===== src/rtl/fetch_unit_pkg.sv =====
// Shared encodings for the instruction-fetch front end: PC select codes,
// memory region nibbles, boot defaults and FSM state constants.
package fetch_unit_pkg;

  localparam int unsigned XLEN    = 32;
  localparam int unsigned SEL_W   = 3;
  localparam int unsigned STATE_W = 2;

  localparam logic [SEL_W-1:0] PC_SEQ = 3'd2;
  localparam logic [SEL_W-1:0] PC_ALU = 3'd3;
  localparam logic [SEL_W-1:0] PC_JAL = 3'd4;

  localparam logic [3:0] REGION_BIOS = 4'b0100;
  localparam logic [3:0] REGION_IMEM = 4'b0001;

  localparam logic [XLEN-1:0] RESET_PC   = 32'h4000_0000;
  localparam logic [XLEN-1:0] NOP_INST   = 32'h0000_0013;
  localparam logic [XLEN-1:0] ALIGN_MASK = 32'hFFFF_FFFE;

  localparam logic [STATE_W-1:0] ST_BOOT = 2'd0;
  localparam logic [STATE_W-1:0] ST_RUN  = 2'd1;
  localparam logic [STATE_W-1:0] ST_HALT = 2'd2;

  typedef struct packed {
    logic [XLEN-1:0] addr;
    logic            redirect;
  } next_pc_t;

  // Unstalled next fetch address; unknown select codes fall back to sequential.
  function automatic next_pc_t next_pc(input logic [SEL_W-1:0] sel,
                                       input logic [XLEN-1:0]  pc,
                                       input logic [XLEN-1:0]  alu,
                                       input logic [XLEN-1:0]  jal);
    next_pc_t r;
    r.addr     = pc + XLEN'(4);
    r.redirect = 1'b0;
    case (sel)
      PC_ALU: begin
        r.addr     = alu & ALIGN_MASK;
        r.redirect = 1'b1;
      end
      PC_JAL: begin
        r.addr     = jal;
        r.redirect = 1'b1;
      end
      PC_SEQ:  r.addr = pc + XLEN'(4);
      default: r.addr = pc + XLEN'(4);
    endcase
    return r;
  endfunction

endpackage


===== src/rtl/fetch_counters.sv =====
// Free-running cycle counter and retired-instruction counter, both wrapping.
module fetch_counters
  import fetch_unit_pkg::*;
(
  input  logic            clk,
  input  logic            rst,
  input  logic            cycle_en,
  input  logic            retire_en,
  output logic [XLEN-1:0] cycle_cnt,
  output logic [XLEN-1:0] instret_cnt
);

  always_ff @(posedge clk or posedge rst) begin
    if (rst) begin
      cycle_cnt   <= '0;
      instret_cnt <= '0;
    end else begin
      if (cycle_en)  cycle_cnt   <= cycle_cnt + XLEN'(1);
      if (retire_en) instret_cnt <= instret_cnt + XLEN'(1);
    end
  end

endmodule


===== src/rtl/fetch_unit.sv =====
// PC sequencing and instruction fetch: owns the architectural PC, drives the
// synchronous BIOS/IMEM read address and presents the fetched word to execute.
module fetch_unit
  import fetch_unit_pkg::*;
(
  input  logic             clk,
  input  logic             rst,
  input  logic [SEL_W-1:0] PC_sel,
  input  logic [XLEN-1:0]  alu_target,
  input  logic [XLEN-1:0]  jal_target,
  input  logic             stall,
  input  logic [XLEN-1:0]  bios_dout,
  input  logic [XLEN-1:0]  imem_dout,
  output logic [XLEN-1:0]  fetch_addr,
  output logic [XLEN-1:0]  pc_X,
  output logic [XLEN-1:0]  inst_X,
  output logic             valid_X,
  output logic             fetch_fault,
  output logic [XLEN-1:0]  cycle_cnt,
  output logic [XLEN-1:0]  instret_cnt
);

  logic [STATE_W-1:0] state;
  logic [STATE_W-1:0] state_next;
  logic [XLEN-1:0]    mem_data;
  logic               unmapped;
  logic               fault_set;
  logic               misaligned;
  next_pc_t           target;

  // Region decode of the PC whose read data is arriving this cycle
  always_comb begin
    mem_data = NOP_INST;
    unmapped = 1'b0;
    case (pc_X[31:28])
      REGION_BIOS: mem_data = bios_dout;
      REGION_IMEM: mem_data = imem_dout;
      default:     unmapped = 1'b1;
    endcase
  end

  assign target     = next_pc(PC_sel, pc_X, alu_target, jal_target);
  assign misaligned = target.redirect && target.addr[1];

  // Next state, fetch address and execute-stage outputs
  always_comb begin
    state_next = state;
    fetch_addr = pc_X;
    valid_X    = 1'b0;
    inst_X     = NOP_INST;
    fault_set  = 1'b0;
    case (state)
      ST_BOOT: begin
        fetch_addr = RESET_PC;
        state_next = ST_RUN;
      end
      ST_RUN: begin
        if (unmapped) begin
          fault_set  = 1'b1;
          state_next = ST_HALT;
        end else begin
          valid_X = 1'b1;
          inst_X  = mem_data;
          // A stall refetches pc_X so the memory output stays put
          if (stall) begin
            fetch_addr = pc_X;
          end else if (misaligned) begin
            fault_set  = 1'b1;
            state_next = ST_HALT;
          end else begin
            fetch_addr = target.addr;
          end
        end
      end
      ST_HALT: state_next = ST_HALT;
      default: begin
        fetch_addr = RESET_PC;
        state_next = ST_BOOT;
      end
    endcase
  end

  always_ff @(posedge clk or posedge rst) begin
    if (rst) begin
      state       <= ST_BOOT;
      pc_X        <= RESET_PC;
      fetch_fault <= 1'b0;
    end else begin
      state <= state_next;
      pc_X  <= fetch_addr;
      if (fault_set) fetch_fault <= 1'b1;
    end
  end

  fetch_counters u_counters (
    .clk         (clk),
    .rst         (rst),
    .cycle_en    (1'b1),
    .retire_en   (valid_X && !stall),
    .cycle_cnt   (cycle_cnt),
    .instret_cnt (instret_cnt)
  );

endmodule


===== config.mk =====
export PLATFORM = sky130hd
export DESIGN_NAME = fetch_unit
export DESIGN_NICKNAME = d
export VERILOG_FILES = /design/src/rtl/fetch_unit_pkg.sv /design/src/rtl/fetch_counters.sv /design/src/rtl/fetch_unit.sv
export SDC_FILE = /design/constraint.sdc
export NUM_CORES = 1
export LEC_CHECK = 0
export CAP_MARGIN = 10
export CORE_UTILIZATION = 35
export DETAILED_ROUTE_END_ITERATION = 8
export PLACE_DENSITY_LB_ADDON = 0.15
export SLEW_MARGIN = 20
export SYNTH_ARGS = -nofsm -noshare
export SYNTH_HDL_FRONTEND = slang
export SYNTH_HIERARCHICAL = 1
export SYNTH_SLANG_ARGS = --single-unit

===== constraint.sdc =====
create_clock -name clk -period 6.88 [get_ports clk]
set_clock_uncertainty 0.05 [all_clocks]
set_input_delay 1.376 -clock clk [delete_from_list [all_inputs] [get_ports clk]]
set_output_delay 1.376 -clock clk [all_outputs]
set_load 0.05 [all_outputs]

==> results.toml <==
[run_status]
status = "completed"

[place]
pre_cts_slack_ns = 1.00
detailed_place.area_um2 = 9150
placement.io_buffers = 294
placed_cells = 1125
dp_hpwl_mm = 15.2
gp_congestion = 0.870

[die]
die_h_um = 133
rows = 47
start_util_pct = 36.0
dieWidth_um = 133
fp.coreArea_um2 = 16600
die-area_um2 = 17700
io_pins = 296

[synth]
synth-async-reset-ratio_pct = 100
synth_seq_cells = 99
ys_seq_area_share_pct = 41.3
synthSimpleGateAreaFrac_pct = 24.5
synth_area_per_cell_um2 = 9.52
synth_xor_area_share_pct = 10.1
yosysTopAreaCell = "dfrtp_1"
postSynth.topFlopCell = "dfrtp_1"
netlist.area_leader.share_pct = 40.9
synth_cells = 630
synth_top_family_by_area = "simple AND/OR/NAND/NOR gates"
ys_warn_count = 6
synth_adder_area_share_pct = 1.25
synth_edf_count = 0
syn_area_um2 = 6000
synth_mux_area_share_pct = 0.938
yosysUniqueCellTypes = 72
synthTopCellsByArea = "dfrtp_1 41%, a22oi_1 6.8%, xnor2_1 6.6%, xor2_1 3.5%, nand4_1 3.4%"
synth_compound_area_share_pct = 18.4

[pwr]
power_mw = 2.31
clockPowerShare_pct = 21.3
internal_power_mw = 1.29
p_per_area_nw_per_um2 = 245
power.switching_mw = 1.01
power_leakage_nw = 3.70
switching_share_pct = 43.9
combPwrFrac_pct = 48.4
p_seq_share_pct = 30.2
ir_drop_uv = 307

[drt]
drtIter0Drc = 308
wl_per_cell_um = 18.1
ant_nets = 0
vias = 6046
routed_wl_mm = 20.7
drtPass1Iterations = 5
drc_errors = 0
routed_via_density = 5.30

[worst_setup_path]
path_buf_inv = 2
path_cells = "clkdlybuf4s50_1 > and3b_1 > nor2_2 > a211o_1 > a22oi_1 > nor3b_1 > clkdlybuf4s50_1"
path_common_cell = "clkdlybuf4s50_1"
start_kind = "input pin"
cp.arrival_ns = 4.49
crit_required_ns = 5.45
cp_slowest_stage_delay_ns = 0.91
cp_max_fo = 19
crit_type = "in -> out"
crit_path_end_kind = "output pin"
cp_slowest_cell = "clkdlybuf4s50_1"
path_delay_family = "simple AND/OR/NAND/NOR gates"
ff2ff_setup_slack_ns = 3.61

[timing]
fin_crit_sh_pct = 86.0
rsz0062_at_grt = "no"
setup_viol = 0
relSlewSlack_pct = 38.9
worst_pin_slew_ns = 0.909
layout_setup_ws_ns = 0.961
fmax_mhz = 169
hold_viol = 0
fin_tns_setup_ns = 0
hold-worst-slack_ns = 0.414
maxSlewViolCount = 0
finalCriticalPeriod_ns = 5.92

[global_routing]
first_global_vias = 5886
overflow = 0
grt_max_degree = 65
antenna_found_initial = 0
grt_usage_pct = 23.3
grt_pass1_wl_mm = 32.6

[clock_tree]
clk_path_buf_depth = 2
cts_root_buf = "clkbuf_16"
cts_buffers = 9
ctsHoldBuffers = 0
postCtsSetupBuffers = 0
cts_resized = 0
cts_sinks = 99
cts_max_level = 3
clkTransAtPathRegs_ns = 0.07
cts_tree = "yes"
clk_latency_ns = 0.35

[final_layout]
syn_to_final_growth_pct = 57.1
antenna_cells = 0
layout-drive-gt1-share_pct = 6.08
fin_util_pct = 56.6
layout.nets = 1056
final_cell_area_um2 = 9430
nFillCells = 1507
layoutNonFillerInstCount = 1141

[min_path]
hold_class = "reg -> reg"

[flow_run]
cap_violations = 0
==> logic make-up after synthesis <==
logic type      count (synthesis)
simple gates                  252
flops                          99
other cells                     1
compound gates                155
fa+ha+maj                       6
xor+xnor                       69
mux                             5
buf+inv                        43
==> per-layer routing <==
| metal | GRT usage [%] | wire length (um) | vias up | share of wire, % |
|---|---|---|---|---|
| met5 | 0 | 0 | - | 0 |
| li1 | - | - | 2921 | - |
| met1 | 30.9 | 9050 | 2868 | 44 |
| met2 | 37.5 | 9680 | 236 | 47 |
| met3 | 6.44 | 1680 | 21 | 8.1 |
| met4 | 5.62 | 283 | 0 | 1.4 |
==> final cells by class <==
type / count / area [um^2] / share of cell area (%)
Multi-Input combinational cell: 492 / 3340 / 35.4
Timing Repair Buffer: 303 / 3010 / 31.9
Sequential cell: 99 / 2480 / 26.3
Tap cell: 220 / 275 / 2.92
Clock buffer: 9 / 225 / 2.39
Clock inverter: 7 / 57.6 / 0.610
Inverter: 11 / 41.3 / 0.438
==> placed cells by master (no fill, tap or decap), drive strengths merged, types with 3 or more instances in the layout <==
cell,instances
and4,9
ha,6
a21o,4
nor2b,33
and3,17
o22ai,7
a31oi,5
o31ai,4
conb,5
o211ai,4
a221oi,3
and2,8
nand2,47
dfrtp,98
buf,9
inv,15
nand3,27
clkbuf,9
nor2,25
xor2,24
xnor2,45
a22o,3
mux2,5
a21oi,17
nand4,35
a32o,4
clkdlybuf4s50,294
nor4,11
o21ai,26
a22oi,55
nor3b,7
a211o,3
nor3,22
==> worst paths after layout <==
path	start	endpoint	depth (start not counted)
setup reg to reg	state[0]	pc_X[28]	8
setup / recovery	PC_sel[0]	fetch_addr[20]	7
max in group asynchronous	rst	u_counters/instret_cnt[6]	3
min in group asynchronous	rst	pc_X[3]	3
hold reg to reg	fetch_fault	fetch_fault	1
hold / removal	fetch_fault	fetch_fault	1
==> power groups by stage <==
stage | Clock, mW | Sequential, mW | Combinational (mW)
after floorplan | 0 | 0.839 | 0.592
after global placement | 0 | 0.708 | 1.11
after detailed placement | 0 | 0.706 | 1.12
after CTS | 0.509 | 0.697 | 1.12
after global routing | 0.531 | 0.707 | 1.19
final | 0.492 | 0.697 | 1.12
==> synthesized netlist by cell type (6+ instances only) <==
cell type and number:
and4_1 9, buf_2 6, dfrtp_1 98, nor3_1 19
and3_1 17, a22oi_1 54, xor2_1 24, nor4_1 9
o22ai_1 7, nand3_1 26, o21ai_0 25, ha_1 6
nand4_1 33, nor2_1 24, nand2_1 46, xnor2_1 45
clkbuf_1 19, inv_1 11, nor2b_1 33, and2_1 7
a21oi_1 17
==> sequential cells by signal, summed over array words and instances (netlist names) <==
register and flops:
pc_X 32, u_counters/cycle_cnt 32, u_counters/instret_cnt 32, state 2
fetch_fault 1
No activity file was read; power rests on OpenSTA's default activity.
==> RTL edit 1 (config.mk and constraints unchanged) <==
Make the reset (`rst`) synchronous in 2 clocked blocks.
--- a/src/rtl/fetch_counters.sv
+++ b/src/rtl/fetch_counters.sv
@@ -10,7 +10,7 @@
   output logic [XLEN-1:0] instret_cnt
 );
 
-  always_ff @(posedge clk or posedge rst) begin
+  always_ff @(posedge clk) begin
     if (rst) begin
       cycle_cnt   <= '0;
       instret_cnt <= '0;
--- a/src/rtl/fetch_unit.sv
+++ b/src/rtl/fetch_unit.sv
@@ -80,7 +80,7 @@
     endcase
   end
 
-  always_ff @(posedge clk or posedge rst) begin
+  always_ff @(posedge clk) begin
     if (rst) begin
       state       <= ST_BOOT;
       pc_X        <= RESET_PC;
Behaviour: differs if rst is asserted again (counterexample within 4 cycles, from zero or initial values and one cycle with rst high); with rst held inactive, the same outputs for 4 cycles.
==> RTL edit 1 against the unedited design <==
  * First-iteration DRC count rose by 88%
  * Cell area rose by 2.9%
  * Critical path type unchanged
  * Sequential share of layout area fell by 5.9 points
  * Non-clock buffer count rose by 5
  * Power fell by 8.7%
  * Critical path depth rose by 1
  * Sequential cell count did not move
  * Clock power rose by 5.7%
  * Synthesized cell count rose by 30%
  * Synthesized area rose by 4.7%
  * Via count rose by 26%
  * Setup slack got worse by 0.18 ns
  * Wire length rose by 23%
==> RTL edit 1: results (changes against the unedited design) <==
INFO  synth          synthMuxAreaShare=0.0104 [+0.000978]
INFO  finish         non_clock_buffer_area_share=0.313 [-0.00592]
INFO  timing         worst-slew-pin-transition=0.819ns [-0.0906 ns]
INFO  synth          synth_commonest_cells=99 x sky130_fd_sc_hd__dfxtp_1, 72 x sky130_fd_sc_hd__nand2_1, 68 x sky130_fd_sc_hd__a21oi_1
INFO  place          post-place-ws=0.851ns [-0.154 ns]
INFO  finish         multiInputCombCellCount=647 [+32%]
INFO  finish         nNetsFinal=1226 [+16%]
INFO  finish         clock_area_frac=0.0307 [+0.000700]
INFO  hold_path      min_delay_path_depth=2 [+1]
INFO  run_status     outcome=finished clean
INFO  global_routing number_of_antenna_violations_at_the_first_check_in_global_routing=2 [+2]
INFO  synth          synthesis.instances=819 [+30%]
INFO  power_and_ir_drop power_frac_seq=0.289 [-0.013]
INFO  global_routing gr-usage-met2=0.452 [+0.0775]
INFO  power_and_ir_drop p_clk_frac=0.247 [+0.034]
INFO  finish         clock_buffer_count=10 [+1]
INFO  synth          synth_top_flop_cell=sky130_fd_sc_hd__dfxtp_1
INFO  finish         fillCellCount=1733 [+15%]
INFO  global_routing global_route.usage.total=0.262 [+0.0292]
INFO  setup_path     slowest_delay=0.85ns [-0.06 ns]
INFO  place          dpl-instance-area=9400µm² [+2.8%]
INFO  hold_path      timing.hold.worst.start=fetch_fault$_SDFFE_PP0P_
INFO  finish         area_delta_synth_final=54.5%
INFO  synth          synth-compound-area-share=0.267 [+0.0827]
INFO  drt            route.met3.wl=2300µm [+36%]
INFO  global_routing grt_pass1_wl=37800µm [+16%]
==> RTL edit 1: cell count changes in the layout (fill, tap and decap cells not counted), moves of 11 or more <==
| cell | unedited run | this run |
|---|---|---|
| sky130_fd_sc_hd__a21oi_1 | 17 | 68 |
| sky130_fd_sc_hd__a22oi_1 | 54 | 43 |
| sky130_fd_sc_hd__and2_1 | 7 | 18 |
| sky130_fd_sc_hd__dfrtp_1 | 98 | 0 |
| sky130_fd_sc_hd__dfxtp_1 | 0 | 99 |
| sky130_fd_sc_hd__nand2_1 | 46 | 72 |
| sky130_fd_sc_hd__nand4_1 | 33 | 22 |
| sky130_fd_sc_hd__nor2_1 | 24 | 66 |
| sky130_fd_sc_hd__o31ai_1 | 4 | 29 |
| sky130_fd_sc_hd__or4_1 | 1 | 28 |
| sky130_fd_sc_hd__xnor2_1 | 45 | 15 |
| sky130_fd_sc_hd__xor2_1 | 24 | 13 |
==> RTL edit 2 (same flow settings) <==
Made on the original files. The package constant `XLEN` goes from 32 to 36.
--- a/src/rtl/fetch_unit_pkg.sv
+++ b/src/rtl/fetch_unit_pkg.sv
@@ -2,7 +2,7 @@
 // memory region nibbles, boot defaults and FSM state constants.
 package fetch_unit_pkg;
 
-  localparam int unsigned XLEN    = 32;
+  localparam int unsigned XLEN    = 36;
   localparam int unsigned SEL_W   = 3;
   localparam int unsigned STATE_W = 2;
 
Interface: changed (9 resized); port bits go from 296 to 332. The function was not compared with the original's and may differ.
==> RTL edit 2 against the unedited design <==
  * Critical path depth rose by 2
  * Core utilization fell by 0.14 points
  * Register-to-register slack improved by 0.10 ns
  * Critical endpoint is now fetch_addr[7]
  * Sequential cell count rose by 12
  * Synthesized area rose by 13%
  * Synthesized cell count rose by 14%
  * Largest power group unchanged
  * Power rose by 13%
  * Cell area rose by 13%
  * Largest cell class unchanged
  * Maximum frequency rose by 1.7%
  * Wire length rose by 19%
  * Setup slack improved by 0.098 ns
  * Die area rose by 13%
==> RTL edit 2: results (changes against the unedited design) <==
INFO  run_status     outcome=finished clean
INFO  setup_path     critical_path_arrival=4.40ns [-0.09 ns]
INFO  synth          synth-seq-area-share=0.410 [-0.00298]
INFO  finish         nNetsFinal=1196 [+13%]
INFO  global_routing globalRouteMet1Util=0.327 [+0.0173]
INFO  setup_path     critPathMaxFanout=11 [-8]
INFO  finish         layout.cells.non_filler=1304 [+14%]
INFO  setup_path     slowest_delay=0.83ns [-0.08 ns]
INFO  global_routing number_of_global_route_vias_before_repair=6694 [+14%]
INFO  place          dp_hpwl=18400µm [+21%]
INFO  place          finalWeightedCongestion=0.849 [-2.4%]
INFO  global_routing number_of_antenna_violations_at_the_first_check_in_global_routing=2 [+2]
INFO  drt            met1_length=10600µm [+17%]
INFO  cts            clock_insertion_delay_worst_skew=0.36ns
INFO  place          numPortBuffers=326 [+11%]
INFO  finish         area_delta_synth_final=57.1% [about the same]
INFO  synth          synth_commonest_cells=110 x sky130_fd_sc_hd__dfrtp_1, 61 x sky130_fd_sc_hd__nand2_1, 58 x sky130_fd_sc_hd__xnor2_1
INFO  synth          synth_area_leaders=sky130_fd_sc_hd__dfrtp_1 41%, sky130_fd_sc_hd__xnor2_1 7.5%, sky130_fd_sc_hd__a22oi_1 5.3%
INFO  drt            wire_per_inst=18.9µm [+4.0%]
INFO  cts            cts_setup_buffers=0 [unchanged]
INFO  finish         drive_above_1_share=0.0881 [+0.0273]
INFO  global_routing grt_pass1_wl=37900µm [+16%]
INFO  drt            route.met3.wl=2140µm [+27%]
INFO  cts            htree_num_levels=3 [unchanged]
INFO  synth          synthDominantAreaCellType=sky130_fd_sc_hd__dfrtp_1
INFO  drt            detailroute.via_count=6990 [+16%]
INFO  global_routing gr-usage-met2=0.394 [+0.0191]
INFO  finish         layout_top_registers=pc_X x36, u_counters/cycle_cnt x36, u_counters/instret_cnt x36
INFO  place          dpl-instance-area=10400µm² [+13%]
INFO  drt            drt_first_iter_violations=389 [+26%]
INFO  global_routing grt_max_degree=49 [-25%]
INFO  finish         fillCellCount=1678 [+11%]
INFO  power_and_ir_drop combPwrFrac=0.502 [+0.018]
INFO  timing         slew-limit-headroom=0.478 [+0.0895]
INFO  drt            met2RoutedLength=11400µm [+18%]
INFO  setup_path     crit_path_start=PC_sel[2]
INFO  power_and_ir_drop power_frac_seq=0.297 [-0.005]
INFO  synth          synth.avg_cell_area=9.44µm² [-0.91%]
INFO  place          post-place-ws=1.08ns [+0.0747 ns]
INFO  power_and_ir_drop vdd_ir_drop_max=198µV [-36%]
INFO  setup_path     rr_startpoint=state[1]$_DFFE_PP0P_
INFO  global_routing grt_met3_use=0.0686 [+0.00425]
INFO  global_routing global_route.usage.total=0.245 [+0.0124]
INFO  power_and_ir_drop netSwitchingFraction=0.456 [+0.0171]
INFO  power_and_ir_drop power_switching=1.19mW [+17%]
INFO  power_and_ir_drop cellLeakagePower=4.23nW [+14%]
INFO  drt            uppermost_metal_layer_occupied_by_signal_nets=met5
INFO  place          placed_cells_incl_taps=1289 [+15%]
## RTL edit 2: changes by cell type in the layout (fill, tap and decap cells not counted), sizes merged, moves of 7 or more
cell / delta
nand2: +14
xnor2: +14
nor2: +9
dfrtp: +12
and3: -7
nand4: +9
nand3: +13
xor2: -10
a22o: +12
clkdlybuf4s50: +14
buf: +28
o21ai: +9
## RTL edit 2: cells by family (layout without fill, tap and decap cells)
group                    count (synthesis)  in the layout  synth area share
AND/OR/NAND/NOR                        288            288             0.255
other                                    1              6          0.000553
multiplexers                             5              5           0.00794
flip-flops                             111            111             0.410
buffers and inverters                   57            378            0.0351
adder cells (fa/ha/maj)                  6              6            0.0111
XOR/XNOR                                73             73            0.0955
AO/OA/AOI/OAI                          177            177             0.185
## RTL edit 2: final cells by class
cell class / count / share of cell area
Clock inverter: 6 / 0.00588
Timing Repair Buffer: 345 / 0.317
Clock buffer: 9 / 0.0212
Sequential cell: 111 / 0.261
Inverter: 18 / 0.00635
Multi-Input combinational cell: 555 / 0.358
Tap cell: 260 / 0.0306
## RTL edit 2: path summary, 6_finish.rpt
path | end | slack (ns) | cells after the start
worst max-delay path | fetch_addr[7] | 1.06 | 9
worst min-delay path | fetch_fault$_DFFE_PP0P_ | 0.41 | 1
worst max register to register | u_counters/instret_cnt[21]$_DFFE_PP0P_ | 3.71 | 9
worst min register to register | fetch_fault$_DFFE_PP0P_ | 0.41 | 1
max in group asynchronous | u_counters/cycle_cnt[5]$_DFFE_PP0P_ | 4.40 | 3
min in group asynchronous | u_counters/instret_cnt[20]$_DFFE_PP0P_ | 1.41 | 2
## RTL edit 2: worst max-delay path: cells and delay by family
kind | cells | cell delay, ns
AOI/OAI and AO/OA | 3 | 0.64
buffers and inverters | 3 | 1.55
and+or+nand+nor | 3 | 0.82
